--- src/rtl/fetch_sequencer.sv ---
// fetch_sequencer
//   Owns the PC register and sequences instruction fetch for the IF stage.
//   The block keeps at most one instruction-memory request outstanding and
//   tolerates any memory latency. Fetched words are presented to the IF/ID
//   boundary. A one-entry skid buffer absorbs a word that returns while ID
//   is stalled. Redirects from EX restart fetch at the new target and
//   squash any in-flight word.
//
// Ports
//   clk            rising-edge clock
//   reset          asynchronous reset, active low (0 = reset)
//   stall          hazard unit hold of the IF/ID outputs
//   redirect_valid single-cycle redirect pulse from EX
//   redirect_pc    redirect target (low two bits ignored)
//   imem_req       fetch request, held until imem_ack
//   imem_addr      fetch address, word aligned, stable while imem_req=1
//   imem_ack       memory accepted the request; imem_rdata valid this cycle
//   imem_rdata     fetched instruction word
//   pc             next address to fetch
//   if_valid       if_instr/if_pc hold a valid instruction
//   if_instr       instruction to ID
//   if_pc          PC of if_instr
module fetch_sequencer #(
    parameter int             N        = 32,
    parameter logic [N-1:0]   RESET_PC = '0,
    parameter int             INC      = 4
) (
    input  logic         clk,
    input  logic         reset,
    input  logic         stall,
    input  logic         redirect_valid,
    input  logic [N-1:0] redirect_pc,
    output logic         imem_req,
    output logic [N-1:0] imem_addr,
    input  logic         imem_ack,
    input  logic [31:0]  imem_rdata,
    output logic [N-1:0] pc,
    output logic         if_valid,
    output logic [31:0]  if_instr,
    output logic [N-1:0] if_pc
);

    localparam logic [1:0] IDLE = 2'd0;
    localparam logic [1:0] REQ  = 2'd1;
    localparam logic [1:0] KILL = 2'd2;
    localparam logic [1:0] FULL = 2'd3;

    function automatic logic [N-1:0] align_pc(input logic [N-1:0] a);
        return a & ~N'(3);
    endfunction

    // Wraps modulo 2^N by construction of the N-bit sum.
    function automatic logic [N-1:0] step_pc(input logic [N-1:0] a);
        return a + N'(INC);
    endfunction

    localparam logic [N-1:0] RESET_AL = RESET_PC & ~N'(3);

    logic [1:0]   state;
    logic [31:0]  skid_instr;
    logic [N-1:0] skid_pc;
    logic [N-1:0] pc_next;

    assign pc_next = step_pc(pc);

    // The skid buffer is occupied exactly when state == FULL, so leaving
    // FULL (on a redirect or a drained stall) is what empties it.
    always_ff @(posedge clk or negedge reset) begin
        if (!reset) begin
            state      <= IDLE;
            pc         <= RESET_AL;
            imem_req   <= 1'b0;
            imem_addr  <= RESET_AL;
            if_valid   <= 1'b0;
            if_instr   <= '0;
            if_pc      <= '0;
            skid_instr <= '0;
            skid_pc    <= '0;
        end else if (redirect_valid) begin
            pc       <= align_pc(redirect_pc);
            if_valid <= 1'b0;
            if (imem_req && !imem_ack) begin
                // Request still owned by memory: keep it asserted with the
                // old address and throw its data away when it returns.
                state <= KILL;
            end else begin
                state     <= REQ;
                imem_req  <= 1'b1;
                imem_addr <= align_pc(redirect_pc);
            end
        end else begin
            case (state)
                IDLE: begin
                    state     <= REQ;
                    imem_req  <= 1'b1;
                    imem_addr <= pc;
                end
                REQ: begin
                    if (imem_ack) begin
                        pc        <= pc_next;
                        imem_addr <= pc_next;
                        if (!if_valid || !stall) begin
                            if_valid <= 1'b1;
                            if_instr <= imem_rdata;
                            if_pc    <= pc;
                        end else begin
                            skid_instr <= imem_rdata;
                            skid_pc    <= pc;
                            imem_req   <= 1'b0;
                            state      <= FULL;
                        end
                    end else if (!stall) begin
                        if_valid <= 1'b0;
                    end
                end
                KILL: begin
                    if (imem_ack) begin
                        state     <= REQ;
                        imem_addr <= pc;
                    end
                end
                FULL: begin
                    if (!stall) begin
                        if_valid  <= 1'b1;
                        if_instr  <= skid_instr;
                        if_pc     <= skid_pc;
                        imem_req  <= 1'b1;
                        imem_addr <= pc;
                        state     <= REQ;
                    end
                end
                default: begin
                    state    <= IDLE;
                    imem_req <= 1'b0;
                end
            endcase
        end
    end

endmodule

--- config.mk ---
export PLATFORM = sky130hd
export DESIGN_NAME = fetch_sequencer
export DESIGN_NICKNAME = d
export VERILOG_FILES = /design/src/rtl/fetch_sequencer.sv
export SDC_FILE = /design/constraint.sdc
export NUM_CORES = 1
export LEC_CHECK = 0
export ABC_AREA = 1
export CAP_MARGIN = 30
export CORE_UTILIZATION = 45
export DETAILED_ROUTE_END_ITERATION = 6
export PLACE_DENSITY = 0.81
export SETUP_SLACK_MARGIN = 0.02
export SKIP_CTS_REPAIR_TIMING = 1
export SLEW_MARGIN = 20
export SYNTH_ARGS = -nofsm -noshare
export SYNTH_HDL_FRONTEND = slang
export SYNTH_SLANG_ARGS = --single-unit
--- constraint.sdc ---
create_clock -name clk -period 4.4 [get_ports clk]
set_clock_uncertainty 0.2 [all_clocks]
set_input_delay 0.44 -clock clk [delete_from_list [all_inputs] [get_ports clk]]
set_output_delay 0.44 -clock clk [all_outputs]
set_load 0.05 [all_outputs]
* After elaboration in Yosys (flattened, before gate mapping)
Index checks and enable logic that the tools add are counted. Widths: inputs -> output; s select.
Word-level totals: register bits 196, bits of input ports 69, output and inout port bits 130, logic and storage cells 77
Operators by class: $add $sub $neg 1, equality and inequality tests 13, muxes and demuxes 34, bitwise gates (word level) 2, reduce and logical (&&, ||, !) cells 18
Operators with widths (count):
- $mux 32 | 13
- $pmux 32 s2 | 2
- $pmux 32 s4 | 1
- $add 32x3->32 const B | 1
- $reduce_and 4->1 | 4
- $mux 2 | 6
- $ne 3x3->1 const B | 4
- $reduce_and 5->1 | 2
- $mux 1 | 9
- $ne 2x2->1 const B | 4
- $ne 4x4->1 const B | 2
- $pmux 2 s4 | 1
- $reduce_bool 2->1 | 3
- $eq 2x2->1 const B | 2
- $reduce_bool 4->1 | 1
- $logic_not 1->1 | 3
- $pmux 1 s3 | 1
- $reduce_bool 3->1 | 1
- $eq 2x1->1 const B | 1
- $logic_not 2->1 | 1
- $not 1->1 | 2
- $pmux 1 s2 | 1
- $reduce_and 2->1 | 1
- $logic_and 1x1->1 | 1
- $logic_or 1x1->1 | 1

* Logic depth before layout (Yosys ltp)
depth in word-level cells 6, mapped depth 11, gate-level depth less buffers 10

* Worst setup path after synthesis
No wires, ideal clock.
path kind reg2reg, start register pc[2], end register pc[18], library setup time 0.078 ns, data arrival time 1.800 ns, required time 4.122 ns, path slack 2.322 ns, cell stages (with the launch flop) 9, path through dfrtp_1 -> ha_1 -> inv_1 -> nor2_2 -> nand2_1 -> nor2_1 -> xor2_1 -> nand2_1 -> a21oi_1
On the way: word-level cells in the longest chain between the ends 4
RTL lines:
- start: declaration | RTL line 37 | output logic [N-1:0] pc,
- start signal: assignment | RTL line 80 | pc <= align_pc(redirect_pc);
- start signal: assignment | RTL line 100 | pc <= pc_next;
- $add 32x3->32 | RTL line 54 | return a + N'(INC);
- $mux 32 | RTL line 99 | if (imem_ack) begin
- $mux 32 | RTL line 92 | case (state)
- $mux 32 | RTL line 79 | end else if (redirect_valid) begin
Every way passes these cells. The select of a mux whose other input is x is not followed. A chain may end at the register's enable or synchronous reset.

* Worst setup path after layout
start register state[0], end register imem_addr[8]
On the way: word-level cells in the longest chain between the ends 3
RTL lines:
- start: declaration | RTL line 59 | logic [1:0] state;
- start signal: assignment | RTL line 70 | state <= IDLE;
- start signal: assignment | RTL line 85 | state <= KILL;
- start signal: assignment | RTL line 87 | state <= REQ;
- $eq 2x2->1 (tied with other cells) | RTL line 92
- $ne 3x3->1 (no source line) or $pmux 32 s4 (tied branches)
- $reduce_and 4->1 (no source line) or $mux 32 (tied branches)
- end signal: assignment | RTL line 89 | imem_addr <= align_pc(redirect_pc);
- end signal: assignment | RTL line 96 | imem_addr <= pc;
- end signal: assignment | RTL line 101 | imem_addr <= pc_next;
- end: declaration | RTL line 34 | output logic [N-1:0] imem_addr,
Parallel ways exist; a longest one is shown, timed or not.

==> results.json <==
{
  "tns_ns": 0,
  "grt_start_max_net_pins": 116,
  "fp.dieArea_mm2": 0.0212,
  "synthesis.yosys.warnings": 0,
  "crit_path_max_fanout": 32,
  "period_minus_slack_ns": 2.84,
  "pwr-share-clk_pct": 16.8,
  "synth_seq_area_share_pct": 50.9,
  "drc": 0,
  "route.antenna.remaining_nets": 0,
  "synth_instances": 1209,
  "slew-limit-headroom_pct": 49.9,
  "area_delta_synth_final_pct": 28.3,
  "status": "complete, no violations",
  "p_sw_mw": 4.07,
  "number_of_cts_inserted_buffers": 17,
  "power.leakage_nw": 5.43,
  "route.detailed.wl_per_inst_um": 16.2,
  "cts.root.buffer_cell": "sky130_fd_sc_hd__clkbuf_16",
  "place.detailed.hpwl_mm": 18.5,
  "tritoncts_clock_tree": "built",
  "dieHeight_um": 146,
  "total_of_max_cap_violations": 0,
  "grt.total_usage_pct": 25.8,
  "cp_data_required_time_ns": 4.54,
  "globalplace.congestion": 0.936,
  "drtIter0Drc": 839,
  "internal-power_mw": 4.51,
  "end_kind": "register",
  "crit_top_cell": "sky130_fd_sc_hd__nand2_4",
  "die_w_um": 146,
  "place_worst_setup_slack_ns": 1.45,
  "routed_via_density": 5.31,
  "power.share.sequential_pct": 34.2,
  "clk_latency_ns": 0.43,
  "pwr_density_cell_mw_per_mm2": 720,
  "vias": 8758,
  "critical_path_arrival_ns": 2.98,
  "peakVddDrop_mv": 0.336,
  "antenna_violations_before_repair": 0,
  "syn_area_per_cell_um2": 7.68,
  "cp_top_family": "simple AND/OR/NAND/NOR gates",
  "design.final.nets": 1436,
  "timing.final.hold_violations": 0,
  "worst-setup-path-type": "register to register",
  "crit_chain": "nand2_4 -> nor2_2 -> nor2_4 -> nand2_4 -> inv_2 -> or2_1 -> nand2_1 -> inv_1",
  "ys_ff_latch": 189,
  "grt_overflow_total": 0,
  "antenna_cells_inserted": 0,
  "finalCritPeriodShare_pct": 64.5,
  "switching_share_pct": 47.5,
  "maxClockFrequency_mhz": 352,
  "clkSinkCount": 189,
  "slowest_delay_ns": 0.83,
  "p_comb_share_pct": 49.0,
  "global_route_wire_length_before_repair_mm": 43.0,
  "max_transition_viols_final": 0,
  "pre_antenna_drt_iters": 7,
  "share_of_cells_above_drive_strength_1_pct": 5.15,
  "layout.cells.most_common": "sky130_fd_sc_hd__nand2_1",
  "first_global_vias": 8054,
  "htree_levels": 4,
  "fin_ws_ns": 1.56,
  "timing.hold.worst.class": "input port to async pin",
  "worst_setup_path_start_kind": "register",
  "core.rowCount": 52,
  "worst_slew_pin_tran_ns": 0.752,
  "cts.path.max_buffers": 2,
  "synth.lib_cells_used.distinct": 35,
  "clk_pin_slew_worst_paths_ns": 0.07,
  "coreArea_mm2": 0.0202,
  "crit_buf_inv": 2,
  "initial_core_util_pct": 45.9,
  "worst_path_max_delay_cell": "sky130_fd_sc_hd__dfrtp_1",
  "finalHoldWorstSlack_ns": 0.222,
  "post_synth_instance_area_mm2": 0.00929,
  "layout.cells.most_common_list": "sky130_fd_sc_hd__nand2_1 (385), sky130_fd_sc_hd__clkdlybuf4s50_1 (190), sky130_fd_sc_hd__dfrtp_1 (189)",
  "rsz0062_at_grt": "no",
  "final_setup_violation_count": 0,
  "fillers": 1823,
  "port-buffer-count": 192,
  "design.portCount": 199,
  "totalWireLength_mm": 26.8
}
final timing paths:
| path | from | end | slack [ns] | depth (start not counted) |
|---|---|---|---|---|
| hold reg to reg | skid_pc[30]$_DFFE_PN0P_ | skid_pc[30]$_DFFE_PN0P_ | 0.28 | 2 |
| max in group asynchronous | reset | pc[17]$_DFFE_PN0N_ | 2.67 | 4 |
| min in group clk | skid_pc[30]$_DFFE_PN0P_ | skid_pc[30]$_DFFE_PN0P_ | 0.28 | 2 |
| hold / removal | reset | if_instr[9]$_DFFE_PN0P_ | 0.22 | 2 |
| setup reg to reg | state[0]$_DFFE_PN0P_ | imem_addr[8]$_DFFE_PN0P_ | 1.56 | 8 |
| setup / recovery | state[0]$_DFFE_PN0P_ | imem_addr[8]$_DFFE_PN0P_ | 1.56 | 8 |
power groups by stage:
stage	clock [mW]	combinational (mW)	sequential [mW]
detailed placement	0	4.18	2.95
global route	1.55	4.49	3.02
CTS	1.47	4.20	2.93
floorplan	0	1.25	4.41
global placement	0	4.12	2.92
finish	1.44	4.21	2.93
cell usage after synthesis:
cell type	n	area [um^2]
sky130_fd_sc_hd__nand3_1	70	350
sky130_fd_sc_hd__conb_1	1	3.75
sky130_fd_sc_hd__buf_2	28	140
sky130_fd_sc_hd__nor2_1	163	612
sky130_fd_sc_hd__buf_6	4	45.0
sky130_fd_sc_hd__clkbuf_1	27	101
sky130_fd_sc_hd__buf_4	13	97.6
sky130_fd_sc_hd__nand4_2	1	12.5
sky130_fd_sc_hd__a31oi_1	41	257
sky130_fd_sc_hd__nor3b_2	1	12.5
sky130_fd_sc_hd__nor3_2	2	20.0
sky130_fd_sc_hd__xor2_1	7	61.3
sky130_fd_sc_hd__o21ai_1	32	160
sky130_fd_sc_hd__nand3b_1	1	7.51
sky130_fd_sc_hd__nand2_1	386	1450
sky130_fd_sc_hd__nor3_1	2	10.0
sky130_fd_sc_hd__o221ai_1	1	8.76
sky130_fd_sc_hd__ha_1	1	12.5
sky130_fd_sc_hd__a21o_1	1	7.51
sky130_fd_sc_hd__dfrtp_1	189	4730
sky130_fd_sc_hd__nand4_1	3	18.8
sky130_fd_sc_hd__or2_1	1	6.26
sky130_fd_sc_hd__o211ai_1	2	15.0
sky130_fd_sc_hd__mux2i_1	1	10.0
sky130_fd_sc_hd__nor2_2	5	31.3
sky130_fd_sc_hd__inv_1	49	184
sky130_fd_sc_hd__nand2_4	2	22.5
sky130_fd_sc_hd__nor2_4	4	45.0
sky130_fd_sc_hd__xnor2_1	1	8.76
sky130_fd_sc_hd__o21ai_0	95	475
sky130_fd_sc_hd__buf_1	3	11.3
sky130_fd_sc_hd__a21oi_1	66	330
sky130_fd_sc_hd__inv_2	4	15.0
sky130_fd_sc_hd__nand2_2	1	6.26
sky130_fd_sc_hd__o22ai_2	1	12.5
cells by family after synthesis:
logic type      after synthesis  share of synthesized area (%)
compound gates              239                           13.6
xor+xnor                      8                          0.754
fa+ha+maj                     1                          0.135
buf+inv                     128                           6.40
flops                       189                           50.9
mux                           1                          0.108
other cells                   1                         0.0404
simple gates                642                           28.0
state kept, by name, indices dropped and copies added, names as in the netlist:
| register | cells |
|---|---|
| if_instr | 32 |
| imem_addr | 31 |
| if_pc | 30 |
| state | 2 |
| if_valid | 1 |
| skid_pc | 30 |
| skid_instr | 32 |
| imem_req | 1 |
| pc | 30 |
worst reg2reg max path: stages, from the launching register on:
cell and delay, ns:
sky130_fd_sc_hd__dfrtp_1 0.83, sky130_fd_sc_hd__nand2_4 0.21, sky130_fd_sc_hd__nor2_2 0.26, sky130_fd_sc_hd__nor2_4 0.08
sky130_fd_sc_hd__nand2_4 0.34, sky130_fd_sc_hd__inv_2 0.40, sky130_fd_sc_hd__or2_1 0.33, sky130_fd_sc_hd__nand2_1 0.07
sky130_fd_sc_hd__inv_1 0.04
area by class of cell:
cell class	count	area (um^2)	area share [%]
Clock buffer	19	433	3.63
Inverter	53	199	1.67
Timing Repair Buffer	210	2120	17.8
Clock inverter	13	111	0.934
Tap cell	270	338	2.83
Sequential cell	189	4730	39.7
Multi-Input combinational cell	895	3990	33.5
metrics by stage:
step	std cells	utilization [%]	area (um^2)	power, mW
after floorplan	1212	-	9300	5.67
after global placement	1612	55.8	11300	7.05
after detailed placement	1612	55.8	11300	7.14
after CTS	1644	58.5	11800	8.60
after global routing	1649	58.9	11900	9.07
final	1649	58.9	11900	8.58
routing by layer:
layer  part of all wire, %  routed length [um]  track usage [%]
met5                     0                   0                0
met2                    44               11800             37.5
met3                   8.3                2210             5.58
met1                    44               11900             36.9
met4                   3.4                 902             12.1
No activity file was read; power rests on OpenSTA's default activity.
